<file path="config.mk">
export PLATFORM = sky130hd
export DESIGN_NAME = frac_reduce
export DESIGN_NICKNAME = d
export VERILOG_FILES = /design/src/rtl/frac_reduce.sv
export SDC_FILE = /design/constraint.sdc
export NUM_CORES = 1
export LEC_CHECK = 0
export CAP_MARGIN = 10
export CORE_MARGIN = 1.5
export CORE_UTILIZATION = 58
export DETAILED_ROUTE_END_ITERATION = 8
export PLACE_DENSITY = 0.85
export SKIP_LAST_GASP = 1
export SYNTH_ARGS = -nofsm -noshare
export SYNTH_HDL_FRONTEND = slang
export SYNTH_SLANG_ARGS = --single-unit
</file>
<file path="constraint.sdc">
create_clock -name clk -period 3.3 [get_ports clk]
set_input_delay 0.33 -clock clk [delete_from_list [all_inputs] [get_ports clk]]
set_output_delay 0.33 -clock clk [all_outputs]
set_load 0.01 [all_outputs]
</file>
<file path="src/rtl/frac_reduce.sv">
// +-----------------------------------------------------------------------------+
// | frac_reduce: reduces num/den by their GCD (subtractive Euclid + restoring   |
// | division, one step per clock).                              Revision: 1.0  |
// +-----------------------------------------------------------------------------+
`default_nettype none

module frac_reduce #(
  parameter int LENGTH = 8
) (
  input  logic              clk,
  input  logic              rst_n,
  input  logic              in_valid,
  output logic              in_ready,
  input  logic [LENGTH-1:0] in_num,
  input  logic [LENGTH-1:0] in_den,
  output logic              out_valid,
  input  logic              out_ready,
  output logic [LENGTH-1:0] out_num,
  output logic [LENGTH-1:0] out_den,
  output logic [LENGTH-1:0] out_gcd
);

  localparam int CW = (LENGTH > 1) ? $clog2(LENGTH) : 1;
  localparam logic [CW-1:0] C_LAST = CW'(LENGTH - 1);

  typedef enum logic [2:0] {
    S_IDLE = 3'd0,
    S_GCD  = 3'd1,
    S_DIVN = 3'd2,
    S_DIVD = 3'd3,
    S_DONE = 3'd4
  } state_e;

  state_e              state_q, state_d;
  logic [LENGTH-1:0]   a_q, a_d, b_q, b_d;
  logic [LENGTH-1:0]   n0_q, n0_d, d0_q, d0_d;
  logic [LENGTH-1:0]   gcd_q, gcd_d;
  logic [LENGTH:0]     rem_q, rem_d;
  logic [LENGTH-1:0]   dv_q, dv_d;
  logic [LENGTH-1:0]   quo_q, quo_d;
  logic [LENGTH-1:0]   qn_q, qn_d;
  logic [CW-1:0]       cnt_q, cnt_d;
  logic                out_valid_q, out_valid_d;
  logic [LENGTH-1:0]   out_num_q, out_num_d;
  logic [LENGTH-1:0]   out_den_q, out_den_d;
  logic [LENGTH-1:0]   out_gcd_q, out_gcd_d;

  logic [LENGTH:0]     div_shift;
  logic                div_ge;
  logic [LENGTH:0]     div_rem;
  logic [LENGTH-1:0]   div_quo;
  logic [LENGTH-1:0]   gcd_exit;

  // One restoring-division step: shift in next dividend bit, subtract if it fits.
  always_comb begin
    div_shift = {rem_q[LENGTH-1:0], dv_q[LENGTH-1]};
    div_ge    = (div_shift >= {1'b0, gcd_q});
    div_rem   = div_ge ? (div_shift - {1'b0, gcd_q}) : div_shift;
    div_quo   = {quo_q[LENGTH-2:0], div_ge};
    gcd_exit  = (a_q == '0) ? b_q : a_q;
  end

  always_comb begin
    state_d     = state_q;
    a_d         = a_q;
    b_d         = b_q;
    n0_d        = n0_q;
    d0_d        = d0_q;
    gcd_d       = gcd_q;
    rem_d       = rem_q;
    dv_d        = dv_q;
    quo_d       = quo_q;
    qn_d        = qn_q;
    cnt_d       = cnt_q;
    out_valid_d = out_valid_q;
    out_num_d   = out_num_q;
    out_den_d   = out_den_q;
    out_gcd_d   = out_gcd_q;

    case (state_q)
      S_IDLE: begin
        if (in_valid) begin
          a_d     = in_num;
          b_d     = in_den;
          n0_d    = in_num;
          d0_d    = in_den;
          state_d = S_GCD;
        end
      end
      S_GCD: begin
        // b==0 only occurs for a zero denominator; gcd(n,0)=n avoids an endless a-0 loop.
        if ((a_q == '0) || (b_q == '0)) begin
          gcd_d = gcd_exit;
          rem_d = '0;
          dv_d  = n0_q;
          quo_d = '0;
          qn_d  = '0;
          cnt_d = '0;
          state_d = (gcd_exit == '0) ? S_DONE : S_DIVN;
        end else if (a_q < b_q) begin
          a_d = b_q;
          b_d = a_q;
        end else begin
          a_d = a_q - b_q;
        end
      end
      S_DIVN: begin
        rem_d = div_rem;
        dv_d  = {dv_q[LENGTH-2:0], 1'b0};
        quo_d = div_quo;
        cnt_d = cnt_q + CW'(1);
        if (cnt_q == C_LAST) begin
          qn_d    = div_quo;
          rem_d   = '0;
          dv_d    = d0_q;
          quo_d   = '0;
          cnt_d   = '0;
          state_d = S_DIVD;
        end
      end
      S_DIVD: begin
        rem_d = div_rem;
        dv_d  = {dv_q[LENGTH-2:0], 1'b0};
        quo_d = div_quo;
        cnt_d = cnt_q + CW'(1);
        if (cnt_q == C_LAST) begin
          cnt_d   = '0;
          state_d = S_DONE;
        end
      end
      S_DONE: begin
        if (!out_valid_q) begin
          out_valid_d = 1'b1;
          out_num_d   = qn_q;
          out_den_d   = quo_q;
          out_gcd_d   = gcd_q;
        end else if (out_ready) begin
          out_valid_d = 1'b0;
          state_d     = S_IDLE;
        end
      end
      default: state_d = S_IDLE;
    endcase
  end

  always_ff @(posedge clk or negedge rst_n) begin
    if (!rst_n) begin
      state_q     <= S_IDLE;
      a_q         <= '0;
      b_q         <= '0;
      n0_q        <= '0;
      d0_q        <= '0;
      gcd_q       <= '0;
      rem_q       <= '0;
      dv_q        <= '0;
      quo_q       <= '0;
      qn_q        <= '0;
      cnt_q       <= '0;
      out_valid_q <= 1'b0;
      out_num_q   <= '0;
      out_den_q   <= '0;
      out_gcd_q   <= '0;
    end else begin
      state_q     <= state_d;
      a_q         <= a_d;
      b_q         <= b_d;
      n0_q        <= n0_d;
      d0_q        <= d0_d;
      gcd_q       <= gcd_d;
      rem_q       <= rem_d;
      dv_q        <= dv_d;
      quo_q       <= quo_d;
      qn_q        <= qn_d;
      cnt_q       <= cnt_d;
      out_valid_q <= out_valid_d;
      out_num_q   <= out_num_d;
      out_den_q   <= out_den_d;
      out_gcd_q   <= out_gcd_d;
    end
  end

  assign in_ready  = (state_q == S_IDLE);
  assign out_valid = out_valid_q;
  assign out_num   = out_num_q;
  assign out_den   = out_den_q;
  assign out_gcd   = out_gcd_q;

endmodule

`default_nettype wire
</file>
# After elaboration in Yosys (flattened, before gate mapping)
# Cells that the tools add are included.
[op_classes] n_mul=0 n_eq_ne=13 bitwise_logic=1 n_lt_le_gt_ge=2 mux=34 add_sub_neg=3 div_mod_pow=0 n_reduce_logical=19 n_shift=0
[ops] op="two-way mux 8 bit" n=15
[ops] op="one-hot mux 8 bit (3 select lines)" n=3
[ops] op="one-hot mux 8 bit (2 select lines)" n=3
[ops] op="two-way mux 3 bit" n=9
[ops] op="logical NOT 8 bit" n=3
[ops] op="!= test 2 bit, second input constant" n=8
[ops] op="subtractor 8 bit" n=2
[ops] op="one-hot mux 3 bit (5 select lines)" n=1
[ops] op="AND reduction 2 bit" n=5
[ops] op="greater-or-equal comparator 9 x 8 -> 1 bit" n=1
[ops] op="< comparator 8 bit" n=1
[ops] op="== test 3 x 2 -> 1 bit, second input constant" n=2
[ops] op="== test 3 bit, second input constant" n=2
[ops] op="one-hot mux 3 bit (2 select lines)" n=1
[ops] op="AND reduction 3 bit" n=2
[ops] op="AND reduction 6 bit" n=1
[ops] op="nonzero test 2 bit" n=3
[ops] op="AND reduction 4 bit" n=1
[ops] op="adder 3 x 1 -> 3 bit, second input constant" n=1
[ops] op="== test 3 x 1 -> 1 bit, second input constant" n=1
[ops] op="logical NOT 3 bit" n=1
[ops] op="nonzero test 3 bit" n=1
[ops] op="two-way mux 1 bit" n=2
[ops] op="OR reduction 2 bit" n=1
[ops] op="other kinds (2)" n=2
[word_totals] n_memories=0 latchBits=0 rom_bits=0 output_inout_bits=26 ram_bits=0 elab_cells=87 register_bits=103 input_bits=20

# Depth between registers and ports, before layout
[depth] word_depth=6 ltp_mapped=10

# Worst setup path before layout
# Ideal clock, no wire load.
[synth_timing] kind="reg2reg" start="reg a_q[2]" end="reg a_q[0]" path_slack_ns=0.925 path_buffers=1 t_arrival_ns=2.248 stages_incl_launch_ff=9 path_cell_list="dfrtp_1 ha_1 nor2b_1 o31a_1 o41ai_2 clkbuf_1 nor2_1 a211oi_1 o31ai_1"
[synth_via] elab_chain_len=4 word_cells_on_any_way=8 classes_between="order compare: 1; eq/ne: 1; mux: 3; reduce/logical: 3"
[synth_lines] element="start, declared" line_no="35" text="logic [LENGTH-1:0] a_q, a_d, b_q, b_d;"
[synth_lines] element="start signal, assigned" line_no="149" text="a_q <= '0;"
[synth_lines] element="start signal, assigned" line_no="165" text="a_q <= a_d;"
[synth_lines] element="< comparator 8 bit / logical NOT 8 bit (equally long branches)" line_no="100, 92"
[synth_lines] element="two-way mux 8 bit / logical OR 1 bit (equally long branches)" line_no="100, 92"
[synth_lines] element="two-way mux 8 bit / != test 2 bit (equally long branches)"
[synth_lines] element="one-hot mux 8 bit (2 select lines) / AND reduction 3 bit (equally long branches)"
# Parallel ways exist; a longest one is shown, timed or not. The select of a mux whose other input is x is not followed.
# A chain may end at the register's enable or synchronous reset.

# Worst setup path after layout
[layout_timing] start="reg a_q[0]" end="reg a_q[5]"
[layout_via] elab_chain_len=4 word_cells_on_any_way=9 classes_between="add/sub: 1; order compare: 1; eq/ne: 1; mux: 3; reduce/logical: 3"
[layout_lines] element="subtractor 8 bit (tied with other cells)" line_no="104" text="a_d = a_q - b_q;"
[layout_lines] element="two-way mux 8 bit / logical OR 1 bit (equally long branches)" line_no="100, 92"
[layout_lines] element="two-way mux 8 bit / != test 2 bit (equally long branches)"
[layout_lines] element="one-hot mux 8 bit (2 select lines) / AND reduction 3 bit (equally long branches)"
# Parallel ways exist; a longest one is shown, timed or not. The select of a mux whose other input is x is not followed.

==> summary by stage <==
Synth
The mean area per synthesized cell is 10.3 um2. The synthesized netlist net count is 542. For this run, the number of Yosys warnings is 0. The dominant register cell in the synthesized netlist is dfrtp_1. The sequential element share of the synthesized area is 50.0%. The flop and latch count out of synthesis is 103. After synthesis the cells add up to 5150 um2. The number of flops mapped to enable cells by yosys is 0. The share of async-settable or async-resettable flops after synthesis is 100%. The number of instances in the synthesized netlist is 502. In this run, distinct cell masters in the synthesized netlist total 52.

STA
The tightest hold path in the finished design has a slack of 0.149 ns. Setup repair after global routing left no endpoint under its margin. The final clock skew is 0.00980 ns. The number of hold violations in the final report was 0. After routing, the total negative slack on setup checks comes to 0 ns. The final critical-path required period is 2.62 ns. The setup violation total in the final timing report is 0. The count of final max-slew check failures came to 0. In the post-route analysis, the smallest setup slack over all paths is 0.679 ns.

The actual transition at the worst max-transition pin is 1.07 ns. Headroom to the max-slew limit came out at 28.6%. The share of the cycle needed by the critical path after routing is 79.4%.

Derived from the worst setup path, the maximum achievable clock frequency is 382 MHz.

Clocking
The longest clock path from root to sink contains 2 buffers. The number of buffers inserted by post-CTS setup repair is 0. The clock tree synthesis step divided the H-tree into 3 levels. The CTS tree is done. The clock drives 103 sinks.

The number of hold buffers added after cts is 0. The cell sitting at the root of the clock tree is a clkbuf_8. The later pin in the worst-skew pair is clocked with a latency of 0.37 ns.

Clock-pin slew was measured on the worst setup and hold paths at 0.10 ns. Buffers inserted during clock tree synthesis total 9. Post-CTS repair changed the size of 0 cells.

Power and ir drop
For this design the ratio of total power to cell area is 1080 nW/um2. The design draws 6.37 mW. Across the VDD grid, the largest voltage drop is 0.460 mV. Summed over all cells, the static leakage comes to 2.66 nW.

Floorplan
For this configuration, the core starts out at a cell density of 59.4%. The total number of placement rows is 34. 46 I/O pins were placed. The area of the die is 9460 um2. After floorplanning, the core was sized to cover 8680 um2. The die is 97.3 um tall. The die is 97.3 um wide.

Run status
The run finished with clean final reports.

Hold path
The worst hold path belongs to the class in -> async.

Routing
The number of vias in the routed layout is 3908. The detailed route wirelength on metal3 is 639 um. The number of DRC violations after detailed routing is 0.

Once detail routing completed, the nets flagged for antenna violations numbered 0. After detailed routing, the number of vias per cell comes to 5.96. In this run, the number of DRC markers left after iteration 0 of detailed routing was 245. The detailed router put a total of 4660 um of wire on met1.

The final routed wire length divided by cell count is 16.9 um. The first TritonRoute pass finished after 5 iterations. The total length of routed wires is 11100 um. Summed over all nets, wire length on met2 after detailed routing comes to 5610 um. Signal routing reaches up to met4.

Layout
The area growth from synthesis to layout is 14.3%. Cells with a size suffix above 1 make up 13.9% of the layout. The repair_antennas step left the layout with diodes totalling 0.

The net count of the finished layout is 583. The finished layout holds 656 standard cells, fillers aside.

Worst setup path
Along the worst path, the maximum fanout reaches 12. For the worst setup path, the data arrival time is 2.91 ns. The endpoint type of the worst setup path is a register. Traced cell by cell, the critical path runs through inv_1, ha_1, fa_1, nor2b_1, o31a_1, o41ai_2, buf_4, a21oi_1, a221o_1, o21ai_0.

The worst setup path is of the reg -> reg kind. Data on the critical path is required at its endpoint by 3.59 ns. Measured in cells, the most critical reg-to-reg path has a length of 10.

In this run the critical register-to-register path is captured at a_q[5]. The slowest library cell on the worst path is o41ai_2. The critical path buffer and inverter count is 2. The element type at the critical path start is a register.

The setup slack on the worst flop-to-flop path is 0.68 ns. The worst register-to-register path begins at a_q[0]. Among cell families on the critical path, the largest total delay comes from compound AO/OA/AOI/OAI gates. On the worst path, the slowest cell contributes a delay of 0.46 ns.

Global route
The via count of the first global-routing pass came to 3907. The number of antenna violations at the first check in global routing is 0. The first global-routing pass estimated 18900 um of wire. The total track usage is 24.9%. The pin count of the biggest net entering global routing is 86. The total global routing overflow is 0.

Placed design
The count of buffers from port buffering is 45. Including well taps, the total number of placed cells is 640. The sum of net half-perimeters after detailed placement is 8130 um. The final RePlAce weighted congestion is 0.923. At the placement stage, the worst setup path has a slack of 0.733 ns.

Job
The max-cap violation count is 0.
## cell usage after synthesis, drive strengths merged, types with 4 or more instances
cell	count	area [um2]
a211oi	5	37.5
a21o	9	67.6
a21oi	32	160
a22o	10	87.6
a31oi	9	56.3
buf	11	61.3
clkbuf	14	52.6
dfrtp	103	2580
ha	18	225
inv	21	78.8
mux2	40	450
mux2i	9	90.1
nand2	61	229
nand2b	8	50.1
nand3	7	35.0
nor2	43	161
nor2b	6	37.5
nor3	7	46.3
o21ai	30	150
o311ai	5	43.8
o31ai	8	60.1
or3	4	25.0
xor2	5	43.8
## placed cells by master (no fill, tap or decap), types with 10 or more instances in the layout
cell / instances
dfrtp_1: 103
nand2_1: 61
clkdlybuf4s50_1: 44
nor2_1: 42
mux2_2: 40
a21oi_1: 32
o21ai_0: 30
inv_1: 21
ha_1: 18
clkbuf_8: 11
buf_4: 11
a22o_1: 10
## worst max path at each step
stage,start,endpoint,cells after the start
after floorplan,a_q[2],a_q[0],8
after global placement,a_q[6],rem_q[0],7
after detailed placement,a_q[0],a_q[5],10
after CTS,a_q[0],a_q[5],10
after global routing,a_q[0],a_q[5],10
final,a_q[0],a_q[5],10
## final cells by class
cell class              instances  area (um2)
flip-flops and latches        103        2580
well taps                     108         135
clock inverters                 5        38.8
multi-input cells             353        2390
repair buffers                 55         523
fillers                       654        2790
inverters                      21        78.8
clock buffers                  11         151
## kinds of logic after synthesis
family                   share of synthesized area (%)
AND/OR/NAND/NOR                                   13.3
buffers and inverters                             3.74
XOR/XNOR                                          1.19
adder cells (fa/ha/maj)                           5.15
multiplexers                                      10.5
flip-flops                                        50.0
AO/OA/AOI/OAI                                     16.1
## worst reg2reg max path, cell delays in order (launching register included)
cell,delay (ns)
dfrtp_1,0.44
inv_1,0.08
ha_1,0.20
fa_1,0.21
nor2b_1,0.07
o31a_1,0.28
o41ai_2,0.46
buf_4,0.27
a21oi_1,0.06
a221o_1,0.35
o21ai_0,0.14
## sequential cells by signal, indices dropped and copies added, names as in the netlist
signal     count
state_q        3
dv_q           8
cnt_q          3
gcd_q          8
rem_q          8
a_q            8
out_den        8
n0_q           8
b_q            8
qn_q           8
out_num        8
out_gcd        8
out_valid      1
d0_q           8
quo_q          8
## metal layers
layer,track usage [%],vias up
li1,-,1862
met1,32.7,1893
met2,42.7,135
met3,4.53,18
met4,7.47,0
met5,0,-
## through the flow
stage                     util (%)  area (um2)
final                         67.9        5890
after CTS                     67.9        5890
after global placement        65.7        5700
after global routing          67.9        5890
after floorplan                  -        5150
after detailed placement      65.7        5700
## power by group
group / internal [mW] / total [mW] / switching, mW / leakage [nW]
logic: 1.51 / 3.33 / 1.83 / 1.24
clock network: 0.323 / 0.758 / 0.435 / 0.0967
registers: 1.81 / 2.28 / 0.471 / 1.32
total: 3.64 / 6.37 / 2.73 / 2.66
Power figures use the tool's default switching activity.
